### config.mk
export PLATFORM = sky130hd
export DESIGN_NAME = sha1_wb_master
export DESIGN_NICKNAME = d
export VERILOG_FILES = /design/src/rtl/sha1_pkg.sv /design/src/rtl/sha1_wbm_xfer.sv /design/src/rtl/sha1_wb_master.sv
export SDC_FILE = /design/constraint.sdc
export NUM_CORES = 1
export LEC_CHECK = 0
export ABC_AREA = 1
export BUFFER_PORTS_ARGS = -buffer_cell sky130_fd_sc_hd__buf_2
export CAP_MARGIN = 20
export CORE_ASPECT_RATIO = 1.5
export CORE_MARGIN = 10
export CORE_UTILIZATION = 45
export CTS_CLUSTER_SIZE = 40
export DETAILED_ROUTE_END_ITERATION = 16
export PLACE_DENSITY = 0.73
export SLEW_MARGIN = 5
export SYNTH_ARGS = -nofsm -noshare
export SYNTH_HDL_FRONTEND = slang
export SYNTH_SLANG_ARGS = --single-unit
export TNS_END_PERCENT = 50
### constraint.sdc
create_clock -name wb_clk_i -period 7.5 [get_ports wb_clk_i]
set_clock_uncertainty 0.1 [all_clocks]
set_input_delay 1.875 -clock wb_clk_i [delete_from_list [all_inputs] [get_ports wb_clk_i]]
set_output_delay 1.875 -clock wb_clk_i [all_outputs]
set_load 0.02 [all_outputs]
### src/rtl/sha1_pkg.sv
// Shared definitions for the SHA1 Wishbone peripheral: register map, response
// codes, OPS bit positions, error encoding and master state types.
package sha1_pkg;

    localparam logic [31:0] REG_ID_OFF   = 32'h0000_0004;
    localparam logic [31:0] REG_CTRL_OFF = 32'h0000_0008;
    localparam logic [31:0] REG_MSG_OFF  = 32'h0000_000C;
    localparam logic [31:0] REG_DIG_OFF  = 32'h0000_0010;

    localparam logic [31:0] CTRL_ID = 32'h5348_4131;
    localparam logic [31:0] ACK     = 32'h0000_0001;
    localparam logic [31:0] EINVAL  = 32'hffff_ffea;
    localparam logic [31:0] EBUSY   = 32'hffff_fff0;

    localparam int unsigned OPS_RESET_BIT = 1;
    localparam int unsigned OPS_DONE_BIT  = 3;

    typedef enum logic [1:0] {
        ERR_OK   = 2'd0,
        ERR_ID   = 2'd1,
        ERR_BUS  = 2'd2,
        ERR_POLL = 2'd3
    } err_e;

    typedef enum logic [2:0] {
        ST_IDLE,
        ST_RD_ID,
        ST_WR_RST,
        ST_WR_MSG,
        ST_POLL,
        ST_WAIT,
        ST_RD_DIG,
        ST_FIN
    } mst_state_e;

    typedef enum logic [1:0] {
        X_IDLE,
        X_ACTIVE,
        X_GAP
    } xfer_state_e;

    function automatic logic [31:0] ops_mask(input int unsigned b);
        return 32'd1 << b;
    endfunction

endpackage

### src/rtl/sha1_wbm_xfer.sv
// Single Wishbone classic transaction: holds cyc/stb until ack or timeout,
// then inserts one idle cycle before it accepts the next request.
module sha1_wbm_xfer
    import sha1_pkg::*;
#(
    parameter int unsigned ACK_TIMEOUT = 255
) (
    input  logic        clk_i,
    input  logic        rst_ni,
    input  logic        req_i,
    input  logic        we_i,
    input  logic [31:0] adr_i,
    input  logic [31:0] dat_i,
    output logic        ready_o,
    output logic        done_o,
    output logic        timeout_o,
    output logic [31:0] rdata_o,
    output logic        wbm_cyc_o,
    output logic        wbm_stb_o,
    output logic        wbm_we_o,
    output logic [3:0]  wbm_sel_o,
    output logic [31:0] wbm_adr_o,
    output logic [31:0] wbm_dat_o,
    input  logic [31:0] wbm_dat_i,
    input  logic        wbm_ack_i
);

    localparam int unsigned TW = (ACK_TIMEOUT > 1) ? $clog2(ACK_TIMEOUT) : 1;

    xfer_state_e   state_q;
    logic [TW-1:0] cnt_q;
    logic          cyc_q, stb_q, we_q, done_q, timeout_q;
    logic [3:0]    sel_q;
    logic [31:0]   adr_q, dat_q, rdata_q;

    always_ff @(posedge clk_i or negedge rst_ni) begin
        if (!rst_ni) begin
            state_q   <= X_IDLE;
            cnt_q     <= '0;
            cyc_q     <= 1'b0;
            stb_q     <= 1'b0;
            we_q      <= 1'b0;
            sel_q     <= '0;
            adr_q     <= '0;
            dat_q     <= '0;
            rdata_q   <= '0;
            done_q    <= 1'b0;
            timeout_q <= 1'b0;
        end else begin
            done_q    <= 1'b0;
            timeout_q <= 1'b0;
            unique case (state_q)
                X_IDLE: begin
                    if (req_i) begin
                        cyc_q   <= 1'b1;
                        stb_q   <= 1'b1;
                        we_q    <= we_i;
                        sel_q   <= 4'hF;
                        adr_q   <= adr_i;
                        dat_q   <= dat_i;
                        cnt_q   <= '0;
                        state_q <= X_ACTIVE;
                    end
                end
                X_ACTIVE: begin
                    // Bus outputs are cleared on ack or timeout so nothing stale lingers between cycles.
                    if (wbm_ack_i || cnt_q == TW'(ACK_TIMEOUT - 1)) begin
                        cyc_q     <= 1'b0;
                        stb_q     <= 1'b0;
                        we_q      <= 1'b0;
                        sel_q     <= '0;
                        adr_q     <= '0;
                        dat_q     <= '0;
                        state_q   <= X_GAP;
                        done_q    <= wbm_ack_i;
                        timeout_q <= !wbm_ack_i;
                        if (wbm_ack_i) begin
                            rdata_q <= wbm_dat_i;
                        end
                    end else begin
                        cnt_q <= cnt_q + 1'b1;
                    end
                end
                X_GAP:   state_q <= X_IDLE;
                default: state_q <= X_IDLE;
            endcase
        end
    end

    assign ready_o   = (state_q == X_IDLE);
    assign done_o    = done_q;
    assign timeout_o = timeout_q;
    assign rdata_o   = rdata_q;
    assign wbm_cyc_o = cyc_q;
    assign wbm_stb_o = stb_q;
    assign wbm_we_o  = we_q;
    assign wbm_sel_o = sel_q;
    assign wbm_adr_o = adr_q;
    assign wbm_dat_o = dat_q;

endmodule

### src/rtl/sha1_wb_master.sv
// Sequences one SHA1 block through the Wishbone peripheral: ID check, core
// reset, message load, status polling and digest readback.
module sha1_wb_master
    import sha1_pkg::*;
#(
    parameter logic [31:0] BASE_ADDRESS = 32'h30000024,
    parameter int unsigned ACK_TIMEOUT  = 255,
    parameter int unsigned POLL_MAX     = 1023,
    parameter int unsigned POLL_GAP     = 4
) (
    input  logic         wb_clk_i,
    input  logic         wb_rst_ni,
    input  logic         start,
    input  logic [511:0] message_i,
    output logic         busy,
    output logic         done,
    output logic [1:0]   err,
    output logic [159:0] digest_o,
    output logic         wbm_cyc_o,
    output logic         wbm_stb_o,
    output logic         wbm_we_o,
    output logic [3:0]   wbm_sel_o,
    output logic [31:0]  wbm_adr_o,
    output logic [31:0]  wbm_dat_o,
    input  logic [31:0]  wbm_dat_i,
    input  logic         wbm_ack_i
);

    localparam int unsigned PW = $clog2(POLL_MAX + 1);
    localparam int unsigned GW = (POLL_GAP > 1) ? $clog2(POLL_GAP) : 1;

    mst_state_e     state_q;
    err_e           res_q, err_q;
    logic           issued_q, req_q, busy_q, done_q;
    logic [511:0]   msg_q;
    logic [3:0]     widx_q;
    logic [2:0]     didx_q;
    logic [PW-1:0]  poll_q;
    logic [GW-1:0]  gap_q;
    logic [159:0]   dig_buf_q, digest_q;

    logic           bus_state, bus_we;
    logic [31:0]    bus_adr, bus_dat;
    logic           x_ready, x_done, x_to;
    logic [31:0]    x_rdata;

    always_comb begin
        bus_state = 1'b1;
        bus_we    = 1'b0;
        bus_adr   = BASE_ADDRESS + REG_ID_OFF;
        bus_dat   = '0;
        unique case (state_q)
            ST_RD_ID:  bus_adr = BASE_ADDRESS + REG_ID_OFF;
            ST_WR_RST: begin
                bus_we  = 1'b1;
                bus_adr = BASE_ADDRESS + REG_CTRL_OFF;
                bus_dat = ops_mask(OPS_RESET_BIT);
            end
            ST_WR_MSG: begin
                bus_we  = 1'b1;
                bus_adr = BASE_ADDRESS + REG_MSG_OFF;
                bus_dat = msg_q[{widx_q, 5'd0} +: 32];
            end
            ST_POLL:   bus_adr = BASE_ADDRESS + REG_CTRL_OFF;
            ST_RD_DIG: bus_adr = BASE_ADDRESS + REG_DIG_OFF;
            default:   bus_state = 1'b0;
        endcase
    end

    always_ff @(posedge wb_clk_i or negedge wb_rst_ni) begin
        if (!wb_rst_ni) begin
            state_q   <= ST_IDLE;
            res_q     <= ERR_OK;
            err_q     <= ERR_OK;
            issued_q  <= 1'b0;
            req_q     <= 1'b0;
            busy_q    <= 1'b0;
            done_q    <= 1'b0;
            msg_q     <= '0;
            widx_q    <= '0;
            didx_q    <= '0;
            poll_q    <= '0;
            gap_q     <= '0;
            dig_buf_q <= '0;
            digest_q  <= '0;
        end else begin
            done_q <= 1'b0;
            req_q  <= 1'b0;
            if (bus_state && !issued_q && x_ready) begin
                req_q    <= 1'b1;
                issued_q <= 1'b1;
            end
            if (x_done || x_to) begin
                issued_q <= 1'b0;
            end
            if (x_to) begin
                res_q   <= ERR_BUS;
                state_q <= ST_FIN;
            end else begin
                unique case (state_q)
                    ST_IDLE: begin
                        if (start) begin
                            msg_q    <= message_i;
                            busy_q   <= 1'b1;
                            res_q    <= ERR_OK;
                            err_q    <= ERR_OK;
                            widx_q   <= '0;
                            didx_q   <= '0;
                            poll_q   <= '0;
                            issued_q <= 1'b0;
                            state_q  <= ST_RD_ID;
                        end
                    end
                    ST_RD_ID: begin
                        if (x_done) begin
                            if (x_rdata == CTRL_ID) begin
                                state_q <= ST_WR_RST;
                            end else begin
                                res_q   <= ERR_ID;
                                state_q <= ST_FIN;
                            end
                        end
                    end
                    ST_WR_RST: if (x_done) state_q <= ST_WR_MSG;
                    ST_WR_MSG: begin
                        if (x_done) begin
                            if (x_rdata != ACK) begin
                                res_q   <= ERR_BUS;
                                state_q <= ST_FIN;
                            end else if (widx_q == 4'd15) begin
                                state_q <= ST_POLL;
                            end else begin
                                widx_q <= widx_q + 1'b1;
                            end
                        end
                    end
                    ST_POLL: begin
                        if (x_done) begin
                            if (poll_q != PW'(POLL_MAX)) begin
                                poll_q <= poll_q + 1'b1;
                            end
                            if (x_rdata[OPS_DONE_BIT]) begin
                                state_q <= ST_RD_DIG;
                            end else if (poll_q >= PW'(POLL_MAX - 1)) begin
                                res_q   <= ERR_POLL;
                                state_q <= ST_FIN;
                            end else begin
                                gap_q   <= '0;
                                state_q <= ST_WAIT;
                            end
                        end
                    end
                    ST_WAIT: begin
                        if (gap_q == GW'(POLL_GAP - 1)) begin
                            state_q <= ST_POLL;
                        end else begin
                            gap_q <= gap_q + 1'b1;
                        end
                    end
                    ST_RD_DIG: begin
                        // EBUSY leaves the index unchanged so the same word is read again.
                        if (x_done && x_rdata != EBUSY) begin
                            dig_buf_q[{didx_q, 5'd0} +: 32] <= x_rdata;
                            if (didx_q == 3'd4) begin
                                state_q <= ST_FIN;
                            end else begin
                                didx_q <= didx_q + 1'b1;
                            end
                        end
                    end
                    ST_FIN: begin
                        done_q  <= 1'b1;
                        busy_q  <= 1'b0;
                        err_q   <= res_q;
                        state_q <= ST_IDLE;
                        if (res_q == ERR_OK) begin
                            digest_q <= dig_buf_q;
                        end
                    end
                    default: state_q <= ST_IDLE;
                endcase
            end
        end
    end

    sha1_wbm_xfer #(
        .ACK_TIMEOUT(ACK_TIMEOUT)
    ) u_xfer (
        .clk_i     (wb_clk_i),
        .rst_ni    (wb_rst_ni),
        .req_i     (req_q),
        .we_i      (bus_we),
        .adr_i     (bus_adr),
        .dat_i     (bus_dat),
        .ready_o   (x_ready),
        .done_o    (x_done),
        .timeout_o (x_to),
        .rdata_o   (x_rdata),
        .wbm_cyc_o (wbm_cyc_o),
        .wbm_stb_o (wbm_stb_o),
        .wbm_we_o  (wbm_we_o),
        .wbm_sel_o (wbm_sel_o),
        .wbm_adr_o (wbm_adr_o),
        .wbm_dat_o (wbm_dat_o),
        .wbm_dat_i (wbm_dat_i),
        .wbm_ack_i (wbm_ack_i)
    );

    assign busy     = busy_q;
    assign done     = done_q;
    assign err      = err_q;
    assign digest_o = digest_q;

endmodule

==> run metrics, run 1 <==
Synth Area in Simple Gates 24.2%; First-pass DRT Iterations 8; Synth area leaders dfrtp_1 56%, nand2_1 13%, nand3_1 6.4%, o21ai_0 4.0%, a21oi_1 3.2%; post-CTS sizing 0; Critical Path RT 8.02 ns; Die X 270 um; total gr overflow 0; Crit Path Category reg -> reg; layout cells sized above 1 18.9%; Reg area 23,600 um2; fillcell total 8,642; final hold vios 0; via count 36,900; PortBufs 756; non-filler instance count after layout 6,736; Power, Total 18.9 mW; synthesized area 42,000 um2; Layout area overhead 17.7%; Final TNS setup 0 ns; kind of end point of the critical path flop; DRC 0; combinational family with the most area after synthesis simple AND/OR/NAND/NOR gates; DRT iter0 DRCs 3,794; fraction of registers with async set/reset 100%; drt wl/cell 23.0 um; CTS Hold Bufs 0; P_leak 26.3 nW; ys flop type dfrtp_1; Worst-path clk slew 0.07 ns; Max clock buf depth 3; DP Cell Count 6,568; outcome finished clean; Worst path most repeated cell nand2_1; Min Hold Slack 0.353 ns; Clock Latency Late Sink 0.69 ns; number of global-route vias before repair 36,372; most frequently used cell type in the post-synthesis netlist nand2_1; Post-Synth Adder-Cell Area 0.298%; Tcrit/Tclk final 55.9%; hold crit path type reg -> reg; RSZ-0062 raised after global routing false; antenna violations before repair 23; Nets 5,968; Worst VDD drop 351 uV; Post-synth top cells 1,485 x nand2_1, 943 x dfrtp_1, 536 x nand3_1; clock root buffer master clkbuf_16; Max Freq 0.238 GHz; Slew @ Worst Pin 1.22 ns; Critical-path top delay cell buf_4; Final WS setup 3.31 ns; EDFF count, synth 0; CORE AREA 92,900 um2; Post-Syn Area per Cell 8.65 um2; die height 394 um; Die Area 106,000 um2; unique cell type count in the Yosys netlist 38; antenna-violating nets left 0; pre-CTS WS 3.08 ns; sequential element share of the synthesized area 56.1%; crit path time final 4.19 ns; maxcap violations 0; Initial Utilization 45.2%; post-CTS setup buffers 0; Yosys reg bits 943; startpoint types flop; CP peak stage delay 0.78 ns; Clock Sinks 943; IO Count 783; largest fanout on the critical path 197; final setup vio count 0; Multi-input gate area 16,000 um2; GR Util All Layers 28.4%; Yosys top cell by area dfrtp_1; dpl hpwl 112,000 um; Vias/cell 5.48; final core occ 53.3%; post-synthesis mux area share 4.31%; row count 137; CTS tree done; design area 49,500 um2; first-pass GRT wire length 232,000 um; YS warnings 0; Routed WL 155,000 um; Mapped Cells 4,861; cts bufs inserted 89; arrival time at the worst endpoint 4.71 ns; fin. max-slew vios 0; pwr dens 382 nW/um2; CP cell instances nand2_1 -> inv_1 -> nand2_4 -> o21ai_2 -> inv_2 -> nor2_4 -> buf_12 -> buf_4 -> nand3_1 -> nand2_1; Post-Synth XOR/XNOR Area 0.167%; pin count of the biggest net entering global routing 222; GPL Wtd Cong 0.933; Synth Area in Compound Gates 8.60%; H-tree Lvls 3; slew margin rel. 18.4%; area share of the leading cell type in the synthesized netlist 56.1%; Post-DP Area 46,300 um2
==> cell families after synthesis <==
| family | Yosys count |
|---|---|
| simple gates | 2449 |
| flops | 943 |
| compound gates | 685 |
| buf+inv | 604 |
| mux | 161 |
| fa+ha+maj | 10 |
| xor+xnor | 8 |
| other cells | 1 |
==> flip-flops by register name, indices dropped and copies added (netlist names) <==
signal,count
busy,1
didx_q,3
dig_buf_q,160
digest_o,160
done,1
err,2
gap_q,2
issued_q,1
msg_q,512
poll_q,10
req_q,1
res_q,2
state_q,3
u_xfer.cnt_q,8
u_xfer.done_o,1
u_xfer.rdata_o,32
u_xfer.state_q,2
u_xfer.timeout_o,1
u_xfer.wbm_adr_o,3
u_xfer.wbm_dat_o,32
u_xfer.wbm_sel_o,1
u_xfer.wbm_we_o,1
widx_q,4
==> cells in the final DEF (no fill, tap or decap), types with 8 or more instances in the layout <==
cell type	n
nand2_1	1482
dfrtp_1	941
buf_2	755
nand3_1	536
o21ai_0	338
nor2_1	299
a21oi_1	265
inv_1	225
mux2_1	100
clkbuf_16	90
nand4_1	82
mux2_2	61
o211ai_1	52
buf_4	29
nor3_1	26
conb_1	26
clkbuf_8	18
clkbuf_1	16
clkinv_2	15
o22ai_1	13
bufinv_16	12
buf_12	12
ha_1	10
inv_2	8
==> layer usage <==
metal / part of all wire (%) / GRT usage [%] / up-vias
met5: 0.050 / 0 / -
met4: 7.7 / 19.8 / 12
met3: 8.0 / 5.59 / 368
met2: 46 / 45.2 / 1819
met1: 38 / 34.6 / 17789
li1: - / - / 16912
==> cell type report <==
class / instances / area share (%)
clock inverter: 38 / 1.14
timing repair buffer: 800 / 8.76
sequential: 943 / 47.7
multi-input combinational: 3339 / 32.3
antenna: 4 / 0.0202
tap: 1251 / 3.16
clock buffer: 124 / 5.17
inverter: 237 / 1.80
==> critical path, delay by kind of cell (launching register included) <==
kind,cells,cell delay (ns)
flops,1,0.63
compound gates,1,0.53
buf+inv,4,1.45
simple gates,5,1.00
==> power by group <==
group / total [mW] / leakage (nW) / switching [mW] / internal [mW]
Combinational: 6.14 / 12.7 / 4.35 / 1.79
Sequential: 7.90 / 12.0 / 1.15 / 6.75
Clock: 4.86 / 1.54 / 2.05 / 2.81
Total: 18.9 / 26.3 / 7.55 / 11.4
==> final timing paths <==
kind | startpoint | slack (ns) | to | cells past startpoint
worst min-delay path | issued_q | 0.35 | req_q | 1
max in group asynchronous | wb_rst_ni | 4.60 | msg_q[500] | 2
worst max-delay path | state_q[0] | 3.31 | msg_q[404] | 10
worst min register to register | issued_q | 0.35 | req_q | 1
worst max register to register | state_q[0] | 3.31 | msg_q[404] | 10
min in group asynchronous | wb_rst_ni | 1.01 | msg_q[36] | 1
Note: power is estimated with default switching activity, not from simulation.
==> run 2, diff against run 1 <==
clock period = 4.24 ns   (was 7.5 ns; I/O delays follow)
==> run 2 against run 1 <==
Against the previous run:
- first-iteration DRC count shrank 2.5%
- final cell count grew 0.82%
- largest power group unchanged
- non-clock buffer count grew 46
- sequential share of layout area shrank 0.44 points
- worst setup slack lost 2.7 ns
==> run metrics, run 2 (synthesis results as in run 1) <==
outcome finished clean (unchanged); Biggest register msg_q (unchanged); largest fanout on the critical path 63 (was 197); pin count of the biggest net entering global routing 154 (was 222); CP delay by family, top buffers and inverters (unchanged); antenna-violating nets left 0 (unchanged); worst reg2reg setup slack 0.64 ns (was 3.31 ns); DRT iter0 DRCs 3,698 (was 3,794); fin. max-slew vios 0 (unchanged); most frequent cells in the layout 1,482 x nand2_1, 941 x dfrtp_1, 755 x buf_2 (unchanged); Worst path most repeated cell ha_1 (was nand2_1); number of global-route vias before repair 37,071 (was 36,372); dpl hpwl 117,000 um (was 112,000 um); Clock Latency Late Sink 0.69 ns (about the same); maxcap violations 0 (unchanged); Slew @ Worst Pin 1.25 ns (was 1.22 ns); IO Count 783 (unchanged); pwr dens 672 nW/um2 (was 382 nW/um2); slew margin rel. 15.5% (was 18.4%); cts bufs inserted 88 (was 89); Worst-path clk slew 0.07 ns (about the same); CP cell instances clkinv_1 -> ha_1 -> ha_1 -> inv_1 -> nand4_1 -> nor2_1 -> inv_2 -> nand2_1 -> o21ai_0 (was nand2_1 -> inv_1 -> nand2_4 -> o21ai_2 -> inv_2 -> nor2_4 -> buf_12 -> buf_4 -> nand3_1 -> nand2_1); DRC 0 (unchanged); Initial Utilization 45.2% (unchanged); Nets 6,013 (was 5,968); Worst VDD drop 413 uV (was 351 uV); arrival time at the worst endpoint 4.01 ns (was 4.71 ns); Reg-to-Reg End dig_buf_q[3] (was msg_q[404]); final core occ 53.8% (was 53.3%); commonest non-fill, non-tap cell in the layout nand2_1 (unchanged); drt wl/cell 23.2 um (was 23.0 um); Die X 270 um (unchanged); Critical R2R Launch didx_q[0] (was state_q[0]); Critical Path RT 4.66 ns (was 8.02 ns); antenna violations before repair 24 (was 23); post-CTS sizing 0 (unchanged); final setup vio count 0 (unchanged); final hold vios 0 (unchanged); RSZ-0062 raised after global routing false (unchanged); P_leak 26.6 nW (was 26.3 nW); GR Util All Layers 29.0% (was 28.4%); Max clock buf depth 3 (unchanged); first-pass GRT wire length 236,000 um (was 232,000 um); kind of end point of the critical path flop (unchanged); hold crit path type in -> async (was reg -> reg); Layout area overhead 18.8% (was 17.7%); post-CTS setup buffers 0 (unchanged); Vias/cell 5.48 (about the same); GPL Wtd Cong 0.951 (was 0.933); PortBufs 756 (unchanged); Clock Sinks 943 (unchanged); clock root buffer master clkbuf_16 (unchanged); startpoint types flop (unchanged); Tcrit/Tclk final 84.8% (was 55.9%); CTS tree done (unchanged); Final TNS setup 0 ns (unchanged); DP Cell Count 6,616 (was 6,568); CORE AREA 92,900 um2 (unchanged); First-pass DRT Iterations 6 (was 8); Critical-path top delay cell dfrtp_1 (was buf_4); layout cells sized above 1 19.7% (was 18.9%); via count 37,236 (was 36,900); CTS Hold Bufs 0 (unchanged); R2R cell count 9 (was 10); Die Area 106,000 um2 (unchanged); Max Freq 0.278 GHz (was 0.238 GHz); max reg flops 512 (unchanged); Crit Path Category reg -> reg (unchanged); die height 394 um (unchanged); Routed WL 158,000 um (was 155,000 um); Buf/Inv on CP 3 (was 4); non-filler instance count after layout 6,791 (was 6,736); row count 137 (unchanged); total gr overflow 0 (unchanged); CP peak stage delay 0.56 ns (was 0.78 ns); crit path time final 3.60 ns (was 4.19 ns); fillcell total 8,576 (was 8,642); H-tree Lvls 3 (unchanged)
==> run 2: stage by stage <==
step                power (mW)  hold WS (ns)  worst slack [ns]  instance area, um2
finish                    33.6         0.331             0.642               50000
global placement          24.7         0.319             0.873               46900
floorplan                 20.9         0.304              1.78               42100
CTS                       33.6         0.356             0.715               49900
global route              35.5         0.378             0.288               49900
detailed placement        25.1         0.345             0.745               46900
==> run 2: worst max-delay path by stage <==
stage	depth (start not counted)	to	start
2_1_floorplan	12	dig_buf_q[129]	didx_q[0]
3_3_place_gp	9	dig_buf_q[15]	didx_q[0]
3_5_place_dp	9	dig_buf_q[29]	didx_q[0]
4_1_cts	9	dig_buf_q[3]	didx_q[0]
5_1_grt	11	dig_buf_q[139]	didx_q[0]
6_report	9	dig_buf_q[3]	didx_q[0]
==> run 2: layout make-up <==
class                      count  area, um2  share of cell area, %
multi-input combinational   3339      16000                   32.0
inverter                     237        892                   1.79
tap                         1251       1570                   3.13
clock buffer                 114       2470                   4.95
timing repair buffer         846       4830                   9.67
clock inverter                49        594                   1.19
antenna                       12       30.0                 0.0601
sequential                   943      23600                   47.3
==> run 2: routing by layer <==
layer	share of wire (%)	GRT usage [%]
met5	0.032	0
met4	8.5	21.3
met3	8.2	5.90
met2	46	46.1
met1	37	34.6
==> run 2: where the power goes <==
group          internal [mW]  switching [mW]  leakage, nW  total [mW]
logic                   3.32            7.84         13.0        11.2
registers               11.9            2.00         12.0        13.9
clock network           4.78            3.69         1.50        8.48
